[config.mk]
export PLATFORM = sky130hd
export DESIGN_NAME = pc_fetch_ctrl_flat
export DESIGN_NICKNAME = d
export VERILOG_FILES = /design/src/rtl/pc_fetch_ctrl_if.sv /design/src/rtl/pc_fetch_ctrl.sv /design/src/flat_wrapper.sv
export SDC_FILE = /design/constraint.sdc
export NUM_CORES = 1
export LEC_CHECK = 0
export ABC_AREA = 1
export BUFFER_PORTS_ARGS = -buffer_cell sky130_fd_sc_hd__buf_2
export CAP_MARGIN = 15
export CORE_MARGIN = 2
export CORE_UTILIZATION = 54
export DETAILED_ROUTE_END_ITERATION = 8
export GPL_TIMING_DRIVEN = 0
export PLACE_DENSITY = 0.82
export SLEW_MARGIN = 30
export SYNTH_ARGS = -nofsm -noshare
export SYNTH_HDL_FRONTEND = slang
export SYNTH_SLANG_ARGS = --single-unit
[constraint.sdc]
create_clock -name clk -period 3.55 [get_ports clk]
set_input_delay 0.1775 -clock clk [delete_from_list [all_inputs] [get_ports clk]]
set_output_delay 0.1775 -clock clk [all_outputs]
set_load 0.02 [all_outputs]
[src/rtl/pc_fetch_ctrl_if.sv]
// Fetch-controller bus bundle: instruction-memory request/response,
// decode-side instruction handoff, and execute-side redirect.
// The fetch controller connects through the master modport; the
// memory/decode/execute environment connects through the slave modport.
interface pc_fetch_ctrl_if;
  // instruction memory request channel
  logic        imem_req_valid;
  logic [31:0] imem_req_addr;
  logic        imem_req_ready;
  // instruction memory response channel
  logic        imem_rsp_valid;
  logic [31:0] imem_rsp_data;
  // decode handoff
  logic        instr_valid;
  logic [31:0] instr_out;
  logic [31:0] instr_pc;
  logic        instr_ready;
  // execute redirect
  logic        redir_valid;
  logic [1:0]  redir_op;
  logic [31:0] redir_pc;
  logic [25:0] redir_imm;
  logic [31:0] redir_reg;

  modport master (
    output imem_req_valid, imem_req_addr,
    input  imem_req_ready,
    input  imem_rsp_valid, imem_rsp_data,
    output instr_valid, instr_out, instr_pc,
    input  instr_ready,
    input  redir_valid, redir_op, redir_pc, redir_imm, redir_reg
  );

  modport slave (
    input  imem_req_valid, imem_req_addr,
    output imem_req_ready,
    output imem_rsp_valid, imem_rsp_data,
    input  instr_valid, instr_out, instr_pc,
    output instr_ready,
    output redir_valid, redir_op, redir_pc, redir_imm, redir_reg
  );
endinterface

[src/rtl/pc_fetch_ctrl.sv]
// PC fetch controller: a four-state FSM that keeps at most one
// instruction-memory read in flight, buffers the returned word for
// decode, and applies execute-stage redirects. A redirect that lands
// while a read is outstanding parks the FSM in DRAIN until that stale
// response comes back, so it can never be mistaken for the new target.
module pc_fetch_ctrl #(
  parameter logic [31:0] RESET_PC = 32'h0000_3000
) (
  input  logic          clk,
  input  logic          rst,
  pc_fetch_ctrl_if.master bus
);

  typedef enum logic [1:0] {
    S_REQ   = 2'd0,
    S_WAIT  = 2'd1,
    S_HOLD  = 2'd2,
    S_DRAIN = 2'd3
  } state_t;

  localparam logic [1:0] OP_PLUS4  = 2'd0;
  localparam logic [1:0] OP_BRANCH = 2'd1;
  localparam logic [1:0] OP_JUMP   = 2'd2;
  localparam logic [1:0] OP_JR     = 2'd3;

  state_t      state;
  logic [31:0] pc;
  logic [31:0] instr_word;
  logic [31:0] instr_addr;
  logic        req_valid;
  logic        hold_valid;
  logic [31:0] redir_target;

  // Next-PC select for a redirecting instruction. Arithmetic wraps mod 2^32
  // and no alignment is enforced (JR targets are taken as given).
  function automatic logic [31:0] calc_target(
    input logic [1:0]  op,
    input logic [31:0] rpc,
    input logic [25:0] imm,
    input logic [31:0] rreg
  );
    logic [31:0] p4;
    logic [31:0] boff;
    p4   = rpc + 32'd4;
    boff = {{14{imm[15]}}, imm[15:0], 2'b00};
    case (op)
      OP_PLUS4:  calc_target = p4;
      OP_BRANCH: calc_target = p4 + boff;
      OP_JUMP:   calc_target = {p4[31:28], imm, 2'b00};
      OP_JR:     calc_target = rreg;
      default:   calc_target = p4;
    endcase
  endfunction

  // Redirect target decode from the execute-stage fields.
  always_comb begin
    redir_target = 32'd0;
    if (bus.redir_valid) begin
      redir_target = calc_target(bus.redir_op, bus.redir_pc,
                                 bus.redir_imm, bus.redir_reg);
    end else begin
      redir_target = pc;
    end
  end

  // Fetch FSM with registered handshake outputs; redirect always wins
  // over the sequential pc+4 advance, and reset wins over everything.
  always_ff @(posedge clk) begin
    if (rst) begin
      state      <= S_REQ;
      pc         <= RESET_PC;
      instr_word <= 32'd0;
      instr_addr <= 32'd0;
      req_valid  <= 1'b1;
      hold_valid <= 1'b0;
    end else begin
      case (state)
        S_REQ: begin
          if (bus.redir_valid) begin
            pc <= redir_target;
            if (bus.imem_req_ready) begin
              // old address already accepted: its response must be drained
              state     <= S_DRAIN;
              req_valid <= 1'b0;
            end else begin
              // request not yet taken, safe to retarget next cycle
              state     <= S_REQ;
              req_valid <= 1'b1;
            end
          end else if (bus.imem_req_ready) begin
            state     <= S_WAIT;
            req_valid <= 1'b0;
          end else begin
            state     <= S_REQ;
            req_valid <= 1'b1;
          end
          hold_valid <= 1'b0;
        end

        S_WAIT: begin
          if (bus.redir_valid) begin
            pc         <= redir_target;
            hold_valid <= 1'b0;
            if (bus.imem_rsp_valid) begin
              // stale response arrives with the redirect: drop it
              state     <= S_REQ;
              req_valid <= 1'b1;
            end else begin
              state     <= S_DRAIN;
              req_valid <= 1'b0;
            end
          end else if (bus.imem_rsp_valid) begin
            instr_word <= bus.imem_rsp_data;
            instr_addr <= pc;
            state      <= S_HOLD;
            hold_valid <= 1'b1;
            req_valid  <= 1'b0;
          end else begin
            state      <= S_WAIT;
            hold_valid <= 1'b0;
            req_valid  <= 1'b0;
          end
        end

        S_HOLD: begin
          if (bus.redir_valid) begin
            // buffered instruction is on the wrong path; discard it
            pc         <= redir_target;
            state      <= S_REQ;
            hold_valid <= 1'b0;
            req_valid  <= 1'b1;
          end else if (bus.instr_ready) begin
            pc         <= pc + 32'd4;
            state      <= S_REQ;
            hold_valid <= 1'b0;
            req_valid  <= 1'b1;
          end else begin
            state      <= S_HOLD;
            hold_valid <= 1'b1;
            req_valid  <= 1'b0;
          end
        end

        S_DRAIN: begin
          if (bus.redir_valid) begin
            pc <= redir_target;
          end else begin
            pc <= pc;
          end
          if (bus.imem_rsp_valid) begin
            state     <= S_REQ;
            req_valid <= 1'b1;
          end else begin
            state     <= S_DRAIN;
            req_valid <= 1'b0;
          end
          hold_valid <= 1'b0;
        end

        default: begin
          state      <= S_REQ;
          req_valid  <= 1'b1;
          hold_valid <= 1'b0;
        end
      endcase
    end
  end

  assign bus.imem_req_valid = req_valid;
  assign bus.imem_req_addr  = pc;
  assign bus.instr_valid    = hold_valid;
  assign bus.instr_out      = instr_word;
  assign bus.instr_pc       = instr_addr;

endmodule

[src/flat_wrapper.sv]
// flat-port wrapper written by rule: the top's interface ports become plain ports
module pc_fetch_ctrl_flat 
#(
  parameter logic [31:0] RESET_PC = 32'h0000_3000
)
  (clk, rst, bus_imem_req_valid, bus_imem_req_addr, bus_imem_req_ready, bus_imem_rsp_valid, bus_imem_rsp_data, bus_instr_valid, bus_instr_out, bus_instr_pc, bus_instr_ready, bus_redir_valid, bus_redir_op, bus_redir_pc, bus_redir_imm, bus_redir_reg);
  pc_fetch_ctrl_if bus_i ();
  input  logic clk;
  input  logic rst;
  output wire logic [$bits(bus_i.imem_req_valid)-1:0] bus_imem_req_valid;
  output wire logic [$bits(bus_i.imem_req_addr)-1:0] bus_imem_req_addr;
  input wire logic [$bits(bus_i.imem_req_ready)-1:0] bus_imem_req_ready;
  input wire logic [$bits(bus_i.imem_rsp_valid)-1:0] bus_imem_rsp_valid;
  input wire logic [$bits(bus_i.imem_rsp_data)-1:0] bus_imem_rsp_data;
  output wire logic [$bits(bus_i.instr_valid)-1:0] bus_instr_valid;
  output wire logic [$bits(bus_i.instr_out)-1:0] bus_instr_out;
  output wire logic [$bits(bus_i.instr_pc)-1:0] bus_instr_pc;
  input wire logic [$bits(bus_i.instr_ready)-1:0] bus_instr_ready;
  input wire logic [$bits(bus_i.redir_valid)-1:0] bus_redir_valid;
  input wire logic [$bits(bus_i.redir_op)-1:0] bus_redir_op;
  input wire logic [$bits(bus_i.redir_pc)-1:0] bus_redir_pc;
  input wire logic [$bits(bus_i.redir_imm)-1:0] bus_redir_imm;
  input wire logic [$bits(bus_i.redir_reg)-1:0] bus_redir_reg;
  assign bus_imem_req_valid = bus_i.imem_req_valid;
  assign bus_imem_req_addr = bus_i.imem_req_addr;
  assign bus_i.imem_req_ready = bus_imem_req_ready;
  assign bus_i.imem_rsp_valid = bus_imem_rsp_valid;
  assign bus_i.imem_rsp_data = bus_imem_rsp_data;
  assign bus_instr_valid = bus_i.instr_valid;
  assign bus_instr_out = bus_i.instr_out;
  assign bus_instr_pc = bus_i.instr_pc;
  assign bus_i.instr_ready = bus_instr_ready;
  assign bus_i.redir_valid = bus_redir_valid;
  assign bus_i.redir_op = bus_redir_op;
  assign bus_i.redir_pc = bus_redir_pc;
  assign bus_i.redir_imm = bus_redir_imm;
  assign bus_i.redir_reg = bus_redir_reg;
  pc_fetch_ctrl #(.RESET_PC(RESET_PC)) u_core (.clk(clk), .rst(rst), .bus(bus_i));
endmodule
## After elaboration in Yosys (flattened, before gate mapping)

Index checks and enable logic that the tools add are counted.

| word-level totals | value |
|---|---|
| output and inout port bits | 98 |
| register bits after elaboration | 100 |
| input port bits | 130 |
| logic and storage cells | 48 |

| operators by class | value |
|---|---|
| muxes and demuxes | 24 |
| reduce and logical (&&, ||, !) cells | 6 |
| add/subtract/negate cells | 3 |
| equality and inequality tests | 8 |
| bitwise logic cells | 1 |

Operators with widths:

| operator | count |
|---|---|
| $pmux 32 s4 | 1 |
| $mux 32 | 3 |
| $add 32x3->32 const B | 2 |
| $pmux 32 s2 | 1 |
| $add 32x32->32 | 1 |
| $mux 2 | 7 |
| $mux 1 | 9 |
| $eq 2x2->1 const B | 4 |
| $pmux 2 s4 | 1 |
| $eq 2x1->1 const B | 2 |
| $logic_not 2->1 | 2 |
| $pmux 1 s4 | 1 |
| $ne 3x3->1 const B | 1 |
| $pmux 1 s3 | 1 |
| $reduce_and 3->1 | 1 |
| $reduce_or 3->1 | 1 |
| $ne 2x1->1 const B | 1 |
| $reduce_and 2->1 | 1 |
| $reduce_or 2->1 | 1 |
| $not 1->1 | 1 |

## Logic depth before layout (Yosys ltp)

| logic depth | value |
|---|---|
| depth in word-level cells | 5 |
| mapped depth | 25 |
| gate-level depth less buffers | 25 |

## Worst setup path before layout

No wires, ideal clock.

| timing | value |
|---|---|
| kind | in2reg |
| start | input port bus_redir_pc[2] |
| end | register u_core.pc[27], in the netlist u_core.bus.imem_req_addr[27] |
| slack | 1010 ps |
| arrival time | 2408 ps |
| required time | 3418 ps |
| stages on the path | 22 |
| path buffers | 0 |
| library setup time | 132 ps |
| cells stage by stage | ha_1 > nand2_1 > nor2_2 > inv_2 > nor2_2 > nand4_1 > nor2_1 > nand2_1 > nand2_1 > inv_1 > ha_1 > nand2_1 > inv_1 > nand3_1 > nor3_1 > nand3_1 > nand2_1 > nand2_1 > nand3_1 > nand3b_1 > nand2_1 > a21oi_2 |

| between the ends | value |
|---|---|
| cells in the longest elaborated chain, start to end | 5 |
| elaborated cells between the ends (all ways) | 6 |
| those cells by class | add/sub (2); mux (4) |

Ends and longest elaborated chain:

| what | line | RTL |
|---|---|---|
| start: declaration | flat_wrapper.sv:21 | `input wire logic [$bits(bus_i.redir_pc)-1:0] bus_redir_pc;` |
| $add 32x3->32 * | pc_fetch_ctrl.sv:44 | `p4 = rpc + 32'd4;` |
| $add 32x32->32 | pc_fetch_ctrl.sv:48 | `OP_BRANCH: calc_target = p4 + boff;` |
| $pmux 32 s4 * | pc_fetch_ctrl.sv:46 | `case (op)` |
| $mux 32, on equally long branches | - |  |
| $pmux 32 s2 * | pc_fetch_ctrl.sv:77 | `case (state)` |
| end signal: assignment | pc_fetch_ctrl.sv:80 | `pc <= redir_target;` |
| end signal: assignment | pc_fetch_ctrl.sv:102 | `pc <= redir_target;` |
| end signal: assignment | pc_fetch_ctrl.sv:146 | `pc <= redir_target;` |
| end: declaration | pc_fetch_ctrl.sv:27 | `logic [31:0] pc;` |

Every way passes the cells marked *; elsewhere a longest branch is shown, timed or not. The select of a mux whose other input is x is not followed.
A chain may end at the register's enable or synchronous reset.

## Final worst setup path

| timing | value |
|---|---|
| start | input port bus_redir_pc[7] |
| end | register u_core.pc[31], in the netlist u_core.bus.imem_req_addr[31] |

The elaborated chain is that of the path after synthesis.

==> summary.txt <==
Run
  • Max cap viols: 0

Route
  • Detailed router's first-iteration violation count: 1,200
  • Antenna-violating nets left: 0
  • Total wire length: 30.7 mm
  • Vias: 10,300
  • Residual DRC: 0
  • Routed vias/inst: 5.70
  • WL/cell: roughly 17 um
  • First-pass detailed-route iteration total: 5

Setup path
  • Crit. End Element: flip-flop
  • Worst setup startpoint: bus_redir_pc[7]
  • CP cell instances: buf_2 > nand2_1 > nor2_1 > nand2_2 > nor3b_2 > nand2_1 > nor2_1 > xor2_1 > inv_1 > ha_1 > nand2_1 > nor2_1 > nand2_1 > nor3_1 > nand2_1 > nand2_1 > nand2_1 > nand3_1 > nand3_1 > nand3_1 > a21oi_1
  • Crit path max fanout: 5
  • Critical Path Slowest Stage Cell: ha_1
  • Startpoint Class: primary input
  • Buf/Inv on CP: 2
  • Critical Path AT: approximately 3.5 ns
  • Most common cell on crit path: nand2_1
  • Reg2reg start: u_core.bus.imem_req_addr[2]$_SDFFE_PP0P_
  • Max incr delay on CP: 0.36 ns
  • Top delay family on crit path: simple AND/OR/NAND/NOR gates
  • WS Path Type: in2reg
  • Worst path required time: 3.77 ns

Placed design
  • DP Wirelength: between 20 and 25 mm
  • Cells after DPL: 1,797
  • Pre-CTS setup slack: -0.0348 ns
  • Port Buf Inserts: 225
  • Routability congestion estimate: roughly 1

Layout
  • Post-Layout Cell Count: around 1,800
  • Area Growth Syn to Fin: 20.1%
  • Commonest cells after routing, fill and taps aside: nand2_1, buf_2, inv_1, nand3_1, a21oi_1
  • Nets: 1,791
  • Layout cells sized above 1: 0.177
  • Register area: 2000 um2
  • Antenna fix cells: 0
  • Most common library cell in the layout ignoring fill and taps: nand2_1
  • Fillers: 1,475
  • Area of the multi-input gates: 5440 um2

CTS
  • CTS H-tree depth: 3
  • Clock buffer depth: 2
  • Number of buffers created by CTS: 9
  • Insertion delay to the later sink of the worst-skew pair: 0.36 ns
  • Setup Fix Bufs, Post-CTS: 0
  • Reg clk slew, reported paths: 0.07 ns
  • Root Buffer: clkbuf_16
  • Clock Sinks: 100
  • TritonCTS clock tree: built

Yosys
  • Syn_area_per_cell: 5.99 um2
  • Unique masters post-synth: 48
  • Yosys warns: 0
  • Syn Inst Count: roughly 1,400
  • Synthesized cell area: 8280 um2
  • Ys flop type: dfxtp_1
  • Yosys reg bits: 100
  • Register area share after synthesis: 0.242
  • Post-synth ARST share: 0
  • Syn_nets: 1,555
  • Post-synth EDFFs: 0

Timing
  • Setup violators final: 0
  • Fin. Hold Viols: 0
  • Final WS setup: between 0.2 and 0.3 ns
  • F_max: 0.306 GHz
  • Crit share post-route: 0.921
  • Minimum clock period after layout: approximately 3.3 ns
  • Rel. slew slack: 0.460
  • Slew Limit Fails: 0
  • Worst slew pin tran: just over 0.8 ns
  • Fin Setup TNS: 0 ns
  • RSZ-0062 raised after global routing: false
  • Max Clock Skew: between 0.008 and 0.009 ns

GRT
  • GRT overflow: 0
  • First-pass GRT wire length: 46.6 mm
  • Vias in the first global route: just under 9,000
  • GRT Total Usage: 0.363
  • Initial antenna violation count: 0
  • Pin count of the biggest net entering global routing: 20

Status
  • Status: finished, final reports clean

Floorplanning
  • Die Footprint: roughly 16,000 um2
  • IO Pins: 228
  • Die Wd: 128 um
  • Die height: 128 um
  • Core Rows: 45
  • Initial Util: 0.549
  • Core Footprint: approximately 15,000 um2

Pwr
  • Leakage power: 4.77 nW
  • Maximum VDD drop: roughly 0.26 mV
  • Total power: 3.26 mW
  • Power Density: approximately 330 nW/um2

Min path
  • Worst min path class: in2reg
  • Critical hold path startpoint: bus_redir_reg[1]
cell type report:
class	instances	area share
timing repair buffer	225	0.113
buffer	52	0.0201
multi-input combinational	1059	0.546
clock inverter	6	0.00729
inverter	173	0.0654
clock buffer	9	0.0226
tap	188	0.0236
sequential	100	0.201
routing by layer:
layer / vias up / share of wire / global-route usage
li1: 5069 / - / -
met1: 4665 / 0.44 / 0.522
met2: 530 / 0.43 / 0.551
met3: 64 / 0.097 / 0.0697
met4: 0 / 0.028 / 0.112
met5: - / 0 / 0
synth_stat cells (all sizes together) (5+ instances only):
| cell | number | share of area |
|---|---|---|
| nand2 | 372 | 0.17 |
| nand3 | 154 | 0.095 |
| clkinv | 6 | 0.0029 |
| ha | 40 | 0.060 |
| a221oi | 7 | 0.0074 |
| a22o | 6 | 0.0063 |
| xnor2 | 7 | 0.0074 |
| or2 | 8 | 0.0060 |
| clkbuf | 42 | 0.019 |
| dfxtp | 100 | 0.24 |
| a31oi | 5 | 0.0038 |
| o211ai | 11 | 0.010 |
| buf | 10 | 0.0051 |
| nor3 | 24 | 0.014 |
| nand3b | 5 | 0.0045 |
| inv | 167 | 0.076 |
| nor4 | 7 | 0.0060 |
| o21ai | 74 | 0.045 |
| nor2 | 114 | 0.059 |
| a21oi | 154 | 0.094 |
| o21bai | 8 | 0.0072 |
| nand4 | 31 | 0.024 |
| xor2 | 16 | 0.017 |
sequential cells by signal, summed over array words and instances (netlist names):
signal,count
u_core.bus.instr_pc,32
u_core.bus.imem_req_addr,32
u_core.bus.instr_out,32
u_core.state,2
u_core.bus.imem_req_valid,1
u_core.bus.instr_valid,1
worst register-to-register path, cell delays in order (launching register included):
cell and delay (ns):
dfxtp_1 0.44, ha_1 0.20, nand2_1 0.08, nor2_1 0.11, inv_1 0.08, nor4_1 0.49, nand4_1 0.19, nand2_1 0.10
nand3_1 0.08, nand2_1 0.09, clkinv_1 0.07, nand2_1 0.05, a21oi_1 0.05
timing repair:
item                                    CTS  global route
hold buffers                              0             0
endpoints found under the setup margin    0             2
gates resized for setup                   0             1
cells by family after synthesis:
family,after synthesis,synth area share
compound gates,277,0.184
xor+xnor,23,0.0243
fa+ha+maj,41,0.0628
buf+inv,225,0.103
flops,100,0.242
simple gates,718,0.385
path summary, 6_finish.rpt:
check | endpoint | slack [ns] | depth (start not counted)
max | u_core.bus.imem_req_addr[31]$_SDFFE_PP0P_ | 0.28 | 21
min | u_core.bus.imem_req_addr[1]$_SDFFE_PP0P_ | 0.07 | 3
max reg2reg | u_core.bus.imem_req_addr[30]$_SDFFE_PP0P_ | 1.38 | 12
min reg2reg | u_core.bus.instr_pc[17]$_SDFFE_PP0P_ | 0.46 | 2
stage by stage:
step / area, um2 / hold slack (ns) / utilization
floorplan: 8280 / 0.336 / -
global placement: 9650 / 0.425 / 0.639
detailed placement: 9650 / 0.432 / 0.639
CTS: 9940 / 0.0747 / 0.659
global route: 9950 / 0.0873 / 0.659
finish: 9950 / 0.0688 / 0.659
report_power, final:
group | leakage, nW | total [mW] | internal (mW) | switching, mW
combinational | 3.82 | 1.01 | 0.330 | 0.676
clock | 0.136 | 1.00 | 0.550 | 0.453
sequential | 0.815 | 1.25 | 1.17 | 0.0810
total | 4.77 | 3.26 | 2.05 | 1.21
(Power assumes the default switching activity.)
